<file path="src/rtl/miss_alloc_ctrl_if.sv">
// Bus bundle for miss_alloc_ctrl: miss/invalidate requests, LRU command port,
// writeback and fill handshakes, completion reporting. Controller side is "slave".
interface miss_alloc_ctrl_if #(
  parameter int NUM_WAYS = 4,
  parameter int ADDR_W   = 32
);
  localparam int WAY_W = $clog2(NUM_WAYS);

  logic              miss_valid_i;
  logic              miss_ready_o;
  logic [ADDR_W-1:0] miss_addr_i;
  logic              inv_valid_i;
  logic              inv_ready_o;
  logic [WAY_W-1:0]  inv_way_i;
  logic              ls_valid_o;
  logic [1:0]        ls_op_o;
  logic [WAY_W-1:0]  ls_way_o;
  logic              lru_valid_i;
  logic [NUM_WAYS-1:0] lru_way_i;
  logic [NUM_WAYS-1:0] dirty_i;
  logic              wb_valid_o;
  logic [WAY_W-1:0]  wb_way_o;
  logic              wb_ready_i;
  logic              fill_valid_o;
  logic [ADDR_W-1:0] fill_addr_o;
  logic [WAY_W-1:0]  fill_way_o;
  logic              fill_done_i;
  logic              alloc_done_o;
  logic [WAY_W-1:0]  alloc_way_o;
  logic              alloc_err_o;

  modport slave (
    input  miss_valid_i, miss_addr_i, inv_valid_i, inv_way_i, lru_valid_i,
           lru_way_i, dirty_i, wb_ready_i, fill_done_i,
    output miss_ready_o, inv_ready_o, ls_valid_o, ls_op_o, ls_way_o,
           wb_valid_o, wb_way_o, fill_valid_o, fill_addr_o, fill_way_o,
           alloc_done_o, alloc_way_o, alloc_err_o
  );

  modport master (
    output miss_valid_i, miss_addr_i, inv_valid_i, inv_way_i, lru_valid_i,
           lru_way_i, dirty_i, wb_ready_i, fill_done_i,
    input  miss_ready_o, inv_ready_o, ls_valid_o, ls_op_o, ls_way_o,
           wb_valid_o, wb_way_o, fill_valid_o, fill_addr_o, fill_way_o,
           alloc_done_o, alloc_way_o, alloc_err_o
  );
endinterface

</file>
<file path="src/rtl/miss_alloc_ctrl.sv">
// Cache miss allocation controller: victim lookup, optional writeback, line fill.
// Define MISS_ALLOC_TIMEOUT_EN to add an 8-bit WB/FILL watchdog that aborts with alloc_err_o.
module miss_alloc_ctrl #(
  parameter int NUM_WAYS = 4,
  parameter int ADDR_W   = 32
) (
  input  logic                clk,
  input  logic                reset_n,
  miss_alloc_ctrl_if.slave    bus,
  output logic [2:0]          state_dbg_o
);
  localparam int WAY_W = $clog2(NUM_WAYS);

  // Handshakes: a transfer happens on the rising edge where valid and ready are both 1.
  typedef enum logic [2:0] {
    S_IDLE   = 3'd0,
    S_LOOKUP = 3'd1,
    S_WB     = 3'd2,
    S_FILL   = 3'd3,
    S_DONE   = 3'd4
  } state_t;

  state_t              state_q, state_d;
  logic [ADDR_W-1:0]   addr_q, addr_d;
  logic [WAY_W-1:0]    victim_q, victim_d;
  logic                err_q, err_d;
  logic [WAY_W-1:0]    lru_enc;
  logic                lru_onehot;
`ifdef MISS_ALLOC_TIMEOUT_EN
  logic [7:0]          wdog_q, wdog_d;
`endif

  always_comb begin
    lru_enc = '0;
    for (int i = 0; i < NUM_WAYS; i++) begin
      if (bus.lru_way_i[i]) lru_enc = lru_enc | WAY_W'(i);
    end
    lru_onehot = (bus.lru_way_i != '0) &&
                 ((bus.lru_way_i & (bus.lru_way_i - NUM_WAYS'(1))) == '0);
  end

  always_comb begin
    state_d  = state_q;
    addr_d   = addr_q;
    victim_d = victim_q;
    err_d    = 1'b0;
`ifdef MISS_ALLOC_TIMEOUT_EN
    wdog_d   = wdog_q;
`endif
    case (state_q)
      S_IDLE: begin
        // An invalidate wins; the miss simply waits for a cycle without one.
        if (!bus.inv_valid_i && bus.miss_valid_i) begin
          addr_d  = bus.miss_addr_i;
          state_d = S_LOOKUP;
        end
      end
      S_LOOKUP: begin
        victim_d = lru_enc;
`ifdef MISS_ALLOC_TIMEOUT_EN
        wdog_d   = '0;
`endif
        if (!bus.lru_valid_i || !lru_onehot) begin
          err_d   = 1'b1;
          state_d = S_IDLE;
        end else if (bus.dirty_i[lru_enc]) begin
          state_d = S_WB;
        end else begin
          state_d = S_FILL;
        end
      end
      S_WB: begin
        if (bus.wb_ready_i) begin
          state_d = S_FILL;
`ifdef MISS_ALLOC_TIMEOUT_EN
          wdog_d  = '0;
`endif
        end
`ifdef MISS_ALLOC_TIMEOUT_EN
        else begin
          wdog_d = wdog_q + 8'd1;
          if (wdog_d == 8'hFF) begin
            err_d   = 1'b1;
            state_d = S_IDLE;
          end
        end
`endif
      end
      S_FILL: begin
        if (bus.fill_done_i) begin
          state_d = S_DONE;
        end
`ifdef MISS_ALLOC_TIMEOUT_EN
        else begin
          wdog_d = wdog_q + 8'd1;
          if (wdog_d == 8'hFF) begin
            err_d   = 1'b1;
            state_d = S_IDLE;
          end
        end
`endif
      end
      S_DONE:  state_d = S_IDLE;
      default: state_d = S_IDLE;
    endcase
  end

  always_ff @(posedge clk or negedge reset_n) begin
    if (!reset_n) begin
      state_q  <= S_IDLE;
      addr_q   <= '0;
      victim_q <= '0;
      err_q    <= 1'b0;
`ifdef MISS_ALLOC_TIMEOUT_EN
      wdog_q   <= '0;
`endif
    end else begin
      state_q  <= state_d;
      addr_q   <= addr_d;
      victim_q <= victim_d;
      err_q    <= err_d;
`ifdef MISS_ALLOC_TIMEOUT_EN
      wdog_q   <= wdog_d;
`endif
    end
  end

  always_comb begin
    bus.inv_ready_o  = (state_q == S_IDLE);
    bus.miss_ready_o = (state_q == S_IDLE) && !bus.inv_valid_i;
    bus.ls_valid_o   = 1'b0;
    bus.ls_op_o      = 2'b00;
    bus.ls_way_o     = '0;
    // reset_n gating keeps the LRU port silent while reset is held.
    if (state_q == S_IDLE && bus.inv_valid_i && reset_n) begin
      bus.ls_valid_o = 1'b1;
      bus.ls_op_o    = 2'b11;
      bus.ls_way_o   = bus.inv_way_i;
    end else if (state_q == S_LOOKUP) begin
      bus.ls_valid_o = 1'b1;
      bus.ls_op_o    = 2'b10;
    end
    bus.wb_valid_o   = (state_q == S_WB);
    bus.wb_way_o     = (state_q == S_WB) ? victim_q : '0;
    bus.fill_valid_o = (state_q == S_FILL);
    bus.fill_addr_o  = (state_q == S_FILL) ? addr_q : '0;
    bus.fill_way_o   = (state_q == S_FILL) ? victim_q : '0;
    bus.alloc_done_o = (state_q == S_DONE);
    bus.alloc_way_o  = (state_q == S_DONE) ? victim_q : '0;
    bus.alloc_err_o  = err_q;
  end

  assign state_dbg_o = state_q;
endmodule

</file>
<file path="src/flat_wrapper.sv">
// flat-port wrapper written by rule: the top's interface ports become plain ports
module miss_alloc_ctrl_flat 
#(
  parameter int NUM_WAYS = 4,
  parameter int ADDR_W   = 32
)
  (clk, reset_n, state_dbg_o, bus_miss_valid_i, bus_miss_addr_i, bus_inv_valid_i, bus_inv_way_i, bus_lru_valid_i, bus_lru_way_i, bus_dirty_i, bus_wb_ready_i, bus_fill_done_i, bus_miss_ready_o, bus_inv_ready_o, bus_ls_valid_o, bus_ls_op_o, bus_ls_way_o, bus_wb_valid_o, bus_wb_way_o, bus_fill_valid_o, bus_fill_addr_o, bus_fill_way_o, bus_alloc_done_o, bus_alloc_way_o, bus_alloc_err_o);
  miss_alloc_ctrl_if #(.NUM_WAYS(NUM_WAYS), .ADDR_W(ADDR_W)) bus_i ();
  input  logic clk;
  input  logic reset_n;
  output logic [2:0] state_dbg_o;
  input wire logic [$bits(bus_i.miss_valid_i)-1:0] bus_miss_valid_i;
  input wire logic [$bits(bus_i.miss_addr_i)-1:0] bus_miss_addr_i;
  input wire logic [$bits(bus_i.inv_valid_i)-1:0] bus_inv_valid_i;
  input wire logic [$bits(bus_i.inv_way_i)-1:0] bus_inv_way_i;
  input wire logic [$bits(bus_i.lru_valid_i)-1:0] bus_lru_valid_i;
  input wire logic [$bits(bus_i.lru_way_i)-1:0] bus_lru_way_i;
  input wire logic [$bits(bus_i.dirty_i)-1:0] bus_dirty_i;
  input wire logic [$bits(bus_i.wb_ready_i)-1:0] bus_wb_ready_i;
  input wire logic [$bits(bus_i.fill_done_i)-1:0] bus_fill_done_i;
  output wire logic [$bits(bus_i.miss_ready_o)-1:0] bus_miss_ready_o;
  output wire logic [$bits(bus_i.inv_ready_o)-1:0] bus_inv_ready_o;
  output wire logic [$bits(bus_i.ls_valid_o)-1:0] bus_ls_valid_o;
  output wire logic [$bits(bus_i.ls_op_o)-1:0] bus_ls_op_o;
  output wire logic [$bits(bus_i.ls_way_o)-1:0] bus_ls_way_o;
  output wire logic [$bits(bus_i.wb_valid_o)-1:0] bus_wb_valid_o;
  output wire logic [$bits(bus_i.wb_way_o)-1:0] bus_wb_way_o;
  output wire logic [$bits(bus_i.fill_valid_o)-1:0] bus_fill_valid_o;
  output wire logic [$bits(bus_i.fill_addr_o)-1:0] bus_fill_addr_o;
  output wire logic [$bits(bus_i.fill_way_o)-1:0] bus_fill_way_o;
  output wire logic [$bits(bus_i.alloc_done_o)-1:0] bus_alloc_done_o;
  output wire logic [$bits(bus_i.alloc_way_o)-1:0] bus_alloc_way_o;
  output wire logic [$bits(bus_i.alloc_err_o)-1:0] bus_alloc_err_o;
  assign bus_i.miss_valid_i = bus_miss_valid_i;
  assign bus_i.miss_addr_i = bus_miss_addr_i;
  assign bus_i.inv_valid_i = bus_inv_valid_i;
  assign bus_i.inv_way_i = bus_inv_way_i;
  assign bus_i.lru_valid_i = bus_lru_valid_i;
  assign bus_i.lru_way_i = bus_lru_way_i;
  assign bus_i.dirty_i = bus_dirty_i;
  assign bus_i.wb_ready_i = bus_wb_ready_i;
  assign bus_i.fill_done_i = bus_fill_done_i;
  assign bus_miss_ready_o = bus_i.miss_ready_o;
  assign bus_inv_ready_o = bus_i.inv_ready_o;
  assign bus_ls_valid_o = bus_i.ls_valid_o;
  assign bus_ls_op_o = bus_i.ls_op_o;
  assign bus_ls_way_o = bus_i.ls_way_o;
  assign bus_wb_valid_o = bus_i.wb_valid_o;
  assign bus_wb_way_o = bus_i.wb_way_o;
  assign bus_fill_valid_o = bus_i.fill_valid_o;
  assign bus_fill_addr_o = bus_i.fill_addr_o;
  assign bus_fill_way_o = bus_i.fill_way_o;
  assign bus_alloc_done_o = bus_i.alloc_done_o;
  assign bus_alloc_way_o = bus_i.alloc_way_o;
  assign bus_alloc_err_o = bus_i.alloc_err_o;
  miss_alloc_ctrl #(.NUM_WAYS(NUM_WAYS), .ADDR_W(ADDR_W)) u_core (.clk(clk), .reset_n(reset_n), .bus(bus_i), .state_dbg_o(state_dbg_o));
endmodule
</file>
<file path="config.mk">
export PLATFORM = sky130hd
export DESIGN_NAME = miss_alloc_ctrl_flat
export DESIGN_NICKNAME = d
export VERILOG_FILES = /design/src/rtl/miss_alloc_ctrl_if.sv /design/src/rtl/miss_alloc_ctrl.sv /design/src/flat_wrapper.sv
export SDC_FILE = /design/constraint.sdc
export NUM_CORES = 1
export LEC_CHECK = 0
export CORE_MARGIN = 5
export CORE_UTILIZATION = 36
export CTS_CLUSTER_DIAMETER = 100
export DETAILED_ROUTE_END_ITERATION = 8
export GPL_TIMING_DRIVEN = 0
export PLACE_DENSITY = 0.76
export REMOVE_ABC_BUFFERS = 1
export SETUP_SLACK_MARGIN = 0.4
export SLEW_MARGIN = 15
export SYNTH_ARGS = -nofsm -noshare
export SYNTH_HDL_FRONTEND = slang
export SYNTH_SLANG_ARGS = --single-unit
</file>
<file path="constraint.sdc">
create_clock -name clk -period 1.7 [get_ports clk]
set_clock_uncertainty 0.2 [all_clocks]
set_input_delay 0.34 -clock clk [delete_from_list [all_inputs] [get_ports clk]]
set_output_delay 0.34 -clock clk [all_outputs]
set_load 0.02 [all_outputs]
</file>
==> summary.md <==
| Metric | Value |
|---|---|
| Status | complete, but fails checks |
| Failing checks | negative hold slack, negative setup slack |
| Critical path required time | roughly 1.2 ns |
| Net switching power | between 1.5 and 2 mW |
| Routed Wire Length | 7040 µm |
| Sink Count | 38 |
| Worst path slowest cell | dfrtp_2 |
| Worst Path Arrival | 1.59 ns |
| Nets | about 360 |
| Largest area contributor in the netlist | dfrtp_1 |
| Top FF cell, synth | dfrtp_1 |
| Detailed Route Iter0 Violations | 28 |
| Cell Area, Synth | ~2000 µm² |
| Die X | between 80 and 90 µm |
| GRT Util Overall | between 15 and 20% |
| Core footprint | approximately 5500 µm² |
| Critical Path Start Type | flop |
| Post-synthesis sequential area ratio | between 40% and 50% |
| Least-Margin Pin Slew | 0.507 ns |
| Clock power frac | between 15 and 20% |
| Commonest cells in the netlist | and2_1 (41), dfrtp_1 (38), mux2_4 (30) |
| Crit. End Element | output port |
| Largest net degree at the start of global routing | 22 |
| Unrepaired setup endpoints after global routing | yes |
| CP dominant cell by count | buf_6 |
| Ys Warns | 0 |
| Setup violations, final | 83 |
| Max incr delay on CP | between 0.4 and 0.5 ns |
| Sequential share of power | about 29% |
| Mean area per synthesized cell | 12.9 µm² |
| Pre-antenna DRT Iters | 4 |
| FFs w/ async S/R, synth | 100% |
| Hold WS | -0.195 ns |
| DP Area | ~3000 µm² |
| GRT overflow | 0 |
| Seq cells post-synth | 38 |
| Worst rel slew slack | between 60% and 70% |
| Switch share | 31.9% |
| Most frequent cell after synthesis | and2_1 |
| Pleak | 1.96 nW |
| Max-Cap Viols | 0 |
| Final Instance Area | about 4000 µm² |
| Cell count after synthesis | around 160 |
| Period utilization | 125% |
| Chip height | about 85 µm |
| Crit path cell chain | buf_12 > and3b_2 > buf_6 > and2_4 > buf_6 |
| Vias/cell | 4.84 |
| Synthesis-to-finish area growth | 102% |
| Final hold vios | 17 |
| First-pass GRT wire length | roughly 10000 µm |
| Clock-pin slew on the worst setup and hold paths | roughly 0.08 ns |
| Pre-CTS setup slack | -1.21 ns |
| Initial Util | between 30% and 40% |
| ANT nets after route | 0 |
| GPL Wtd Cong | ~0.68 |
| Vias in the first global route | 1930 |
| Antenna Cells | 0 |
| Die ar. | 7200 µm² |
| Share of cells above drive strength 1 | about two thirds |
| Comb power frac | a little over half |
| Initial antenna violation count | 0 |
| Max VDD drop | ~950 µV |
| Clock latency on the worst-skew pair | approximately 0.29 ns |
| Maximum fanout along the worst path | 5 |
| CTS max path bufs | 2 |
| Int Power | between 3 and 4 mW |
| Hold crit path type | in -> async |
| Setup slack after layout | -0.430 ns |
| Minimum clock period | between 2 and 2.5 ns |
| Share of the synthesized area in the top cell type | 47.2% |
| WL/cell | 18.5 µm |
| Dpl hpwl | roughly 3500 µm |
| Num rows | 27 |
| Detailed-route via count | 1838 |
| PD cells | 1430 nW/µm² |
| Post-synth cell types | 31 |
| DRC | 0 |
| I/O Buffers | 100 |
| Num CTS Buffers | 5 |
| Clock root cell | clkbuf_8 |
| Critical path class | reg -> out |
| IO Pins | around 100 |
| CTS tree | built |
| H-tree levels | 2 |
| Synth top area cells | dfrtp_1 (47%), mux2_4 (22%), and2_1 (13%) |
| Max Fclk | approximately 0.47 GHz |
| Max-slew violation count | 0 |
| Post-synth EDFFs | 0 |
-- cells by family (layout without fill, tap and decap cells) --
kind of cell	after synthesis	after routing	share of synthesized area [%]
flip-flops	38	38	47.2
buffers and inverters	10	155	4.03
AND/OR/NAND/NOR	64	71	21.0
AO/OA/AOI/OAI	10	10	3.41
multiplexers	33	33	24.0
XOR/XNOR	1	1	0.435
-- worst max-delay path: cells and delay by family, from the launching register on --
family                 cells  cell delay [ns]
DFF                        1             0.49
buffers and inverters      3             0.41
and+or+nand+nor            2             0.39
-- placed cells by master, fill, tap and decap left out, drive strengths merged, types with 2 or more instances in the layout --
cell,count
clkdlybuf4s15,3
nor2,4
bufinv,2
nor3b,4
clkbuf,5
a211o,2
nor4b,2
a21oi,3
nand2,2
nand2b,2
dlygate4sd2,2
mux2,32
and2,41
buf,100
clkdlybuf4s50,42
nand3b,2
and3b,7
dfrtp,38
-- area by class of cell --
class / instances / area (µm²)
sequential: 38 / 955
fill: 360 / 1400
clock buffer: 5 / 68.8
clock inverter: 3 / 68.8
multi-input combinational: 115 / 1260
tap: 72 / 90.1
timing repair buffer: 147 / 1630
-- final timing paths --
path,depth (start not counted),slack (ns),from,end
setup / recovery,5,-0.43,u_core.state_dbg_o[0],bus_fill_addr_o[4]
hold / removal,1,-0.20,reset_n,u_core.addr_q[3]
setup reg to reg,8,-0.36,u_core.state_dbg_o[0],u_core.addr_q[8]
hold reg to reg,1,0.31,u_core.addr_q[17],u_core.addr_q[17]
max in group asynchronous,2,1.02,reset_n,u_core.addr_q[2]
min in group clk,1,0.31,u_core.addr_q[17],u_core.addr_q[17]
-- layer usage --
| metal | global-route usage (%) | up-vias | wire, µm |
|---|---|---|---|
| met2 | 32.1 | 73 | 3680 |
| li1 | - | 847 | - |
| met3 | 4.47 | 19 | 473 |
| met5 | 0 | - | 0 |
| met4 | 9.50 | 0 | 172 |
| met1 | 21.3 | 899 | 2710 |
-- timing repair --
action / in CTS / in global routing
pin swaps: 27 / 23
cloned: 9 / 0
endpoints found under the hold margin: 17 / 17
endpoints found under the setup margin: 90 / 90
gates resized for setup: 365 / 58
setup buffers: 33 / 11
-- state kept, by name (all words and copies together), names as in the netlist --
register,flops
u_core.addr_q,32
u_core.state_dbg_o,3
u_core.bus.alloc_err_o,1
u_core.victim_q,2
-- stage by stage --
| stage | hold slack [ns] | power, mW | std cells | utilization (%) | TNS [ns] |
|---|---|---|---|---|---|
| 2_1_floorplan | -0.156 | 2.81 | 146 | - | -34.83 |
| 3_3_place_gp | 0.279 | 3.53 | 318 | 55.3 | -109.11 |
| 3_5_place_dp | 0.130 | 3.57 | 319 | 55.7 | -66.99 |
| 4_1_cts | -0.184 | 5.38 | 369 | 69.2 | -21.40 |
| 5_1_grt | -0.160 | 6.10 | 380 | 74.4 | -30.01 |
| 6_report | -0.195 | 5.83 | 380 | 74.4 | -26.92 |
-- power groups by stage --
| stage | Sequential (mW) | Combinational (mW) | Clock [mW] |
|---|---|---|---|
| finish | 1.69 | 3.20 | 0.945 |
| global route | 1.75 | 3.36 | 0.986 |
| detailed placement | 1.63 | 1.94 | 0 |
| floorplan | 1.59 | 1.21 | 0 |
| global placement | 1.61 | 1.92 | 0 |
| CTS | 1.63 | 2.80 | 0.948 |
(Power assumes the default switching activity.)
